`src/rtl/fp_div_round_norm.sv`:
```
// rtl/fp_div_round_norm.sv - FP divider output stage: normalize, round-to-nearest-even, pack IEEE-754 single
module fp_div_round_norm #(
    parameter int QW = 28,
    parameter int EW = 10
) (
    input  logic          clk,
    input  logic          rst,
    input  logic          en,
    input  logic          in_valid,
    input  logic          in_sign,
    input  logic [EW-1:0] in_exp,
    input  logic [QW-1:0] in_mant,
    input  logic          in_sticky,
    input  logic          in_nan,
    input  logic          in_inf,
    input  logic          in_zero,
    output logic          out_valid,
    output logic [31:0]   C,
    output logic          ovf,
    output logic          unf,
    output logic          inexact
);

    localparam logic signed [EW+1:0] EXP_MAX = (EW+2)'(255);

    // Stage 1 next-state: leading one is implicit after normalization, so only bits below it are kept
    logic [QW-2:0]          norm_d;
    logic signed [EW:0]     exp1_d;
    logic [22:0]            frac1_d;
    logic                   g1_d;
    logic                   s1_d;
    logic                   nan1_d;
    logic                   inf1_d;
    logic                   zero1_d;

    logic                   v1_q;
    logic                   sign1_q;
    logic signed [EW:0]     exp1_q;
    logic [22:0]            frac1_q;
    logic                   g1_q;
    logic                   s1_q;
    logic                   nan1_q;
    logic                   inf1_q;
    logic                   zero1_q;

    always_comb begin
        if (in_mant[QW-1]) begin
            norm_d = in_mant[QW-2:0];
            exp1_d = {in_exp[EW-1], in_exp};
        end else begin
            norm_d = {in_mant[QW-3:0], 1'b0};
            exp1_d = {in_exp[EW-1], in_exp} - (EW+1)'(1);
        end
        frac1_d = norm_d[QW-2 -: 23];
        g1_d    = norm_d[QW-25];
        s1_d    = (|norm_d[QW-26:0]) | in_sticky;
        nan1_d  = in_nan;
        inf1_d  = in_inf & ~in_nan;
        zero1_d = in_zero & ~in_nan & ~in_inf;
    end

    always_ff @(posedge clk) begin
        if (rst) begin
            v1_q    <= 1'b0;
            sign1_q <= 1'b0;
            exp1_q  <= '0;
            frac1_q <= '0;
            g1_q    <= 1'b0;
            s1_q    <= 1'b0;
            nan1_q  <= 1'b0;
            inf1_q  <= 1'b0;
            zero1_q <= 1'b0;
        end else if (en) begin
            v1_q <= in_valid;
            if (in_valid) begin
                sign1_q <= in_sign;
                exp1_q  <= exp1_d;
                frac1_q <= frac1_d;
                g1_q    <= g1_d;
                s1_q    <= s1_d;
                nan1_q  <= nan1_d;
                inf1_q  <= inf1_d;
                zero1_q <= zero1_d;
            end
        end
    end

    // Stage 2: a carry out of the 23-bit fraction means the mantissa rolled over to 1.0
    logic                   round_up;
    logic [23:0]            frac_rnd;
    logic signed [EW+1:0]   exp2;
    logic                   under;
    logic [31:0]            c_d;
    logic                   ovf_d;
    logic                   unf_d;
    logic                   inexact_d;

    logic                   out_valid_q;
    logic [31:0]            c_q;
    logic                   ovf_q;
    logic                   unf_q;
    logic                   inexact_q;

    always_comb begin
        round_up  = g1_q & (s1_q | frac1_q[0]);
        frac_rnd  = {1'b0, frac1_q} + 24'(round_up);
        exp2      = {exp1_q[EW], exp1_q} + (EW+2)'(frac_rnd[23]);
        under     = exp1_q[EW] | (exp1_q == '0);
        c_d       = {sign1_q, exp2[7:0], frac_rnd[22:0]};
        ovf_d     = 1'b0;
        unf_d     = 1'b0;
        inexact_d = g1_q | s1_q;
        if (nan1_q) begin
            c_d       = 32'h7FC0_0000;
            inexact_d = 1'b0;
        end else if (inf1_q) begin
            c_d       = {sign1_q, 8'hFF, 23'h0};
            inexact_d = 1'b0;
        end else if (zero1_q) begin
            c_d       = {sign1_q, 31'h0};
            inexact_d = 1'b0;
        end else if (exp2 >= EXP_MAX) begin
            c_d       = {sign1_q, 8'hFF, 23'h0};
            ovf_d     = 1'b1;
            inexact_d = 1'b1;
        end else if (under) begin
            c_d       = {sign1_q, 31'h0};
            unf_d     = 1'b1;
            inexact_d = 1'b1;
        end
    end

    always_ff @(posedge clk) begin
        if (rst) begin
            out_valid_q <= 1'b0;
            c_q         <= '0;
            ovf_q       <= 1'b0;
            unf_q       <= 1'b0;
            inexact_q   <= 1'b0;
        end else if (en) begin
            out_valid_q <= v1_q;
            if (v1_q) begin
                c_q       <= c_d;
                ovf_q     <= ovf_d;
                unf_q     <= unf_d;
                inexact_q <= inexact_d;
            end
        end
    end

    assign out_valid = out_valid_q;
    assign C         = c_q;
    assign ovf       = ovf_q;
    assign unf       = unf_q;
    assign inexact   = inexact_q;

endmodule
```
`config.mk`:
```
export PLATFORM = sky130hd
export DESIGN_NAME = fp_div_round_norm
export DESIGN_NICKNAME = d
export VERILOG_FILES = /design/src/rtl/fp_div_round_norm.sv
export SDC_FILE = /design/constraint.sdc
export NUM_CORES = 1
export LEC_CHECK = 0
export BUFFER_PORTS_ARGS = -buffer_cell sky130_fd_sc_hd__buf_4
export CORE_ASPECT_RATIO = 1.5
export CORE_MARGIN = 2
export CORE_UTILIZATION = 49
export DETAILED_ROUTE_END_ITERATION = 6
export PLACE_DENSITY = 0.85
export SLEW_MARGIN = 0
export SYNTH_ARGS = -nofsm -noshare
export SYNTH_HDL_FRONTEND = slang
export SYNTH_SLANG_ARGS = --single-unit
```
`constraint.sdc`:
```
create_clock -name clk -period 5.35 [get_ports clk]
set_input_delay 0.8025 -clock clk [delete_from_list [all_inputs] [get_ports clk]]
set_output_delay 0.8025 -clock clk [all_outputs]
set_load 0.05 [all_outputs]
```
==> run_summary.xml <==
<?xml version="1.0" encoding="UTF-8"?>
<metrics>
  <group name="route">
    <metric name="via_count" unit="">3333</metric>
    <metric name="drtAntennaViolNets" unit="">0</metric>
    <metric name="drt_first_pass_iters" unit="">4</metric>
    <metric name="drcViolationCount" unit="">0</metric>
    <metric name="routed_via_density" unit="">5.52</metric>
    <metric name="drt_iter0_drc" unit="">170</metric>
    <metric name="drt-total-wl" unit="mm">8.59</metric>
    <metric name="wl_per_cell" unit="µm">14.2</metric>
  </group>
  <group name="critical_path">
    <metric name="critical_path.top_delay_family" unit="">simple AND/OR/NAND/NOR gates</metric>
    <metric name="critPathMaxStageDelay" unit="ns">0.65</metric>
    <metric name="setup_slack_of_the_most_critical_reg_to_reg_path" unit="ns">1.51</metric>
    <metric name="worst_path_max_delay_cell" unit="">sky130_fd_sc_hd__or4_1</metric>
    <metric name="worst_r2r_startpoint" unit="">s1_q</metric>
    <metric name="cp_common_cell" unit="">sky130_fd_sc_hd__ha_1</metric>
    <metric name="crit_path_end_kind" unit="">flip-flop</metric>
    <metric name="critical_path.startpoint" unit="">s1_q</metric>
    <metric name="cp.required" unit="ns">5.61</metric>
    <metric name="worst_setup_path_start_kind" unit="">flip-flop</metric>
    <metric name="worst_setup_path_category" unit="">reg -&gt; reg</metric>
    <metric name="path_cells" unit="">o21a_1 -&gt; ha_1 -&gt; nand4_1 -&gt; or4_1 -&gt; nor2_1 -&gt; and3_1 -&gt; ha_1 -&gt; ha_1 -&gt; and4_1 -&gt; nor2b_1 -&gt; mux2i_1 -&gt; nand4_1 -&gt; buf_4 -&gt; o21ai_0</metric>
    <metric name="cp_num_buf_inv" unit="">1</metric>
    <metric name="critPathArrivalTime" unit="ns">4.10</metric>
    <metric name="crit_path_max_fanout" unit="">22</metric>
  </group>
  <group name="clock_network">
    <metric name="cts.htree.levels" unit="">3</metric>
    <metric name="clkSlewWorstSetupHoldPaths" unit="ns">0.06</metric>
    <metric name="clockRootBuffer" unit="">sky130_fd_sc_hd__clkbuf_16</metric>
    <metric name="cts.hold.buffers_added" unit="">0</metric>
    <metric name="post-cts-setup-buffer-count" unit="">0</metric>
    <metric name="clock_tree.buffer_depth" unit="">2</metric>
    <metric name="worstSkewPairLatency" unit="ns">0.34</metric>
    <metric name="clock_sink_count" unit="">77</metric>
    <metric name="tritoncts_clock_tree" unit="">built</metric>
    <metric name="cts_resized" unit="">0</metric>
    <metric name="cts_inserted_buffers" unit="">9</metric>
  </group>
  <group name="synth">
    <metric name="synth-compound-area-share" unit="%">17.6</metric>
    <metric name="most_common_cell_in_the_synthesized_netlist" unit="">sky130_fd_sc_hd__dfxtp_1</metric>
    <metric name="combinational_family_with_the_most_area_after_synthesis" unit="">simple AND/OR/NAND/NOR gates</metric>
    <metric name="mappedNetlistNets" unit="">476</metric>
    <metric name="synth-edff-count" unit="">0</metric>
    <metric name="yosys.area.top_type" unit="">sky130_fd_sc_hd__dfxtp_1</metric>
    <metric name="synth_warnings" unit="">0</metric>
    <metric name="synth.yosys.seq_area_share" unit="%">41.3</metric>
    <metric name="netlist_top_cells_area" unit="">sky130_fd_sc_hd__dfxtp_1 (41%), sky130_fd_sc_hd__mux2i_1 (7.0%), sky130_fd_sc_hd__a211oi_1 (6.0%)</metric>
    <metric name="synthesized_cell_area" unit="mm²">0.00373</metric>
    <metric name="ys_ff_latch" unit="">77</metric>
    <metric name="synth_cell_types" unit="">49</metric>
    <metric name="synth.top_cell.area_share" unit="%">41.3</metric>
    <metric name="post_synth_fa_ha_maj_area_fraction" unit="%">1.68</metric>
    <metric name="yosys.area_share.simple" unit="%">21.7</metric>
    <metric name="post_synth_most_frequent_cells" unit="">sky130_fd_sc_hd__dfxtp_1 (77), sky130_fd_sc_hd__nor2_1 (51), sky130_fd_sc_hd__nand2_1 (46), sky130_fd_sc_hd__a211oi_1 (30), sky130_fd_sc_hd__mux2i_1 (26)</metric>
    <metric name="netlist_instances" unit="">424</metric>
    <metric name="syn-mean-instance-area" unit="µm²">8.80</metric>
    <metric name="synthMuxAreaShare" unit="%">6.98</metric>
    <metric name="synth_xor_area_share" unit="%">7.28</metric>
    <metric name="synth_top_flop_cell" unit="">sky130_fd_sc_hd__dfxtp_1</metric>
    <metric name="proportion_of_synthesized_flip_flops_having_asynchronous_set_or_reset" unit="%">0</metric>
  </group>
  <group name="die">
    <metric name="fp.dieW" unit="µm">75.3</metric>
    <metric name="initial_core_util" unit="%">49.7</metric>
    <metric name="die_area" unit="mm²">0.00834</metric>
    <metric name="fp-row-count" unit="">39</metric>
    <metric name="area_of_the_core" unit="mm²">0.00751</metric>
    <metric name="vertical_die_dimension" unit="µm">111</metric>
    <metric name="ios" unit="">83</metric>
  </group>
  <group name="hold_path">
    <metric name="timing.hold.worst.start" unit="">C[8]</metric>
    <metric name="worstHoldPathType" unit="">reg -&gt; reg</metric>
  </group>
  <group name="global_route">
    <metric name="grt_overflow" unit="">0</metric>
    <metric name="gr-usage-all-layers" unit="%">22.3</metric>
    <metric name="grt_start_max_net_pins" unit="">72</metric>
    <metric name="number_of_global_route_vias_before_repair" unit="">3209</metric>
    <metric name="grt_first_pass_wirelength" unit="mm">14.5</metric>
    <metric name="initial_antenna_violation_count" unit="">0</metric>
  </group>
  <group name="final_layout">
    <metric name="fillers" unit="">661</metric>
    <metric name="ff_latch_area" unit="mm²">0.00154</metric>
    <metric name="postLayoutCoreUtil" unit="%">62.6</metric>
    <metric name="nets" unit="">549</metric>
    <metric name="n_antenna_cell" unit="">0</metric>
    <metric name="multi_input_comb_area" unit="mm²">0.00206</metric>
    <metric name="final_layout_size_suffix_gt1_share" unit="%">24.7</metric>
    <metric name="largest_register_ff_count" unit="">32</metric>
    <metric name="area_growth_syn_to_layout" unit="%">26.1</metric>
  </group>
  <group name="run_status">
    <metric name="result_of_the_run" unit="">finished clean</metric>
  </group>
  <group name="flow_run">
    <metric name="drv.max_cap_violation_count" unit="">0</metric>
  </group>
  <group name="timing">
    <metric name="slew_headroom" unit="%">55.3</metric>
    <metric name="totalNegativeSetupSlack" unit="ns">0</metric>
    <metric name="rsz_0062_raised_after_global_routing" unit="">no</metric>
    <metric name="timing.clock.skew" unit="ns">0.00680</metric>
    <metric name="post-route-min-period" unit="ns">3.84</metric>
    <metric name="report.final.setup_viol" unit="">0</metric>
    <metric name="final_min_period_over_clock_period" unit="%">71.7</metric>
    <metric name="timing_hold_violations_final" unit="">0</metric>
    <metric name="worst_pin_slew" unit="ns">0.671</metric>
    <metric name="max_freq" unit="MHz">261</metric>
    <metric name="timing_max_transition_violations_final" unit="">0</metric>
  </group>
  <group name="power_and_ir_drop">
    <metric name="p_leak" unit="nW">1.82</metric>
    <metric name="vdd_drop_max" unit="mV">0.225</metric>
    <metric name="power-per-cell-area" unit="mW/mm²">302</metric>
  </group>
  <group name="place">
    <metric name="dp_hpwl" unit="mm">6.41</metric>
    <metric name="finalWeightedCongestion" unit="">0.988</metric>
    <metric name="numPortBuffers" unit="">82</metric>
  </group>
</metrics>
==> tightest hold or removal path, cell delays in order (launching register included) <==
cell and delay, ns:
sky130_fd_sc_hd__dfxtp_1 0.30, sky130_fd_sc_hd__nand2_1 0.05, sky130_fd_sc_hd__o21ai_1 0.05
==> final timing paths <==
kind | to | cells after the start
max | C[2] | 14
min | C[8] | 2
max reg2reg | C[2] | 14
min reg2reg | C[8] | 2
==> layer usage <==
layer  wire, µm  share of wire, %  global-route usage [%]
met1       3440                40                    24.8
met2       4640                54                    39.7
met3        339               3.9                    4.27
met4        181               2.1                    9.59
met5          0                 0                       0
==> through the flow <==
step	hold slack (ns)	setup slack, ns	total power [mW]	area, µm²	instances
3_5_place_dp	0.442	1.54	0.809	4390	588
3_3_place_gp	0.439	1.74	0.803	4390	588
2_1_floorplan	0.437	1.99	0.744	3730	424
6_report	0.448	1.51	1.42	4710	604
5_1_grt	0.461	1.14	1.47	4710	604
4_1_cts	0.455	1.54	1.43	4710	604
==> where the power goes <==
part	total, mW	switching [mW]	internal [mW]
sequential	0.628	0.0290	0.599
combinational	0.170	0.0951	0.0746
clock	0.622	0.224	0.398
==> cells by family after synthesis <==
family / Yosys count
adders and majority gates: 5
AOI/OAI and AO/OA: 91
and+or+nand+nor: 164
xor gates and xnor gates: 31
muxes: 26
DFF: 77
buffers and inverters: 30
==> cell usage in the layout, fill, tap and decap left out, types with 2 or more instances in the layout <==
cell type,Yosys,layout
sky130_fd_sc_hd__buf_4,2,85
sky130_fd_sc_hd__dfxtp_1,77,77
sky130_fd_sc_hd__nor2_1,51,51
sky130_fd_sc_hd__nand2_1,46,46
sky130_fd_sc_hd__a211oi_1,30,30
sky130_fd_sc_hd__mux2i_1,26,26
sky130_fd_sc_hd__xnor2_1,18,18
sky130_fd_sc_hd__o21ai_1,18,18
sky130_fd_sc_hd__xor2_1,13,13
sky130_fd_sc_hd__nand3_1,11,11
sky130_fd_sc_hd__nor3_1,11,11
sky130_fd_sc_hd__nand4_1,9,9
sky130_fd_sc_hd__a21oi_1,9,9
sky130_fd_sc_hd__clkbuf_16,0,9
sky130_fd_sc_hd__o221a_2,8,8
sky130_fd_sc_hd__inv_1,7,7
sky130_fd_sc_hd__o21ai_0,7,7
sky130_fd_sc_hd__and2_1,6,5
sky130_fd_sc_hd__nor4_1,5,5
sky130_fd_sc_hd__ha_1,5,5
sky130_fd_sc_hd__or3_1,4,4
sky130_fd_sc_hd__and3_1,3,3
sky130_fd_sc_hd__nor3_2,3,3
sky130_fd_sc_hd__o21ai_2,3,3
sky130_fd_sc_hd__a311oi_1,3,3
sky130_fd_sc_hd__clkbuf_8,0,3
sky130_fd_sc_hd__or4_1,2,2
sky130_fd_sc_hd__nor2b_1,2,2
sky130_fd_sc_hd__a2111oi_0,2,2
sky130_fd_sc_hd__nor4_2,2,2
sky130_fd_sc_hd__nand2b_1,2,2
sky130_fd_sc_hd__nand3b_1,2,2
sky130_fd_sc_hd__a22o_1,2,2
==> cell type report <==
cell class | count | area share [%]
sequential | 77 | 32.8
multi-input combinational | 317 | 43.8
clock inverter | 3 | 0.904
clock buffer | 13 | 5.74
inverter | 7 | 0.558
tap | 102 | 2.71
timing repair buffer | 85 | 13.6
No activity file was read; power rests on OpenSTA's default activity.
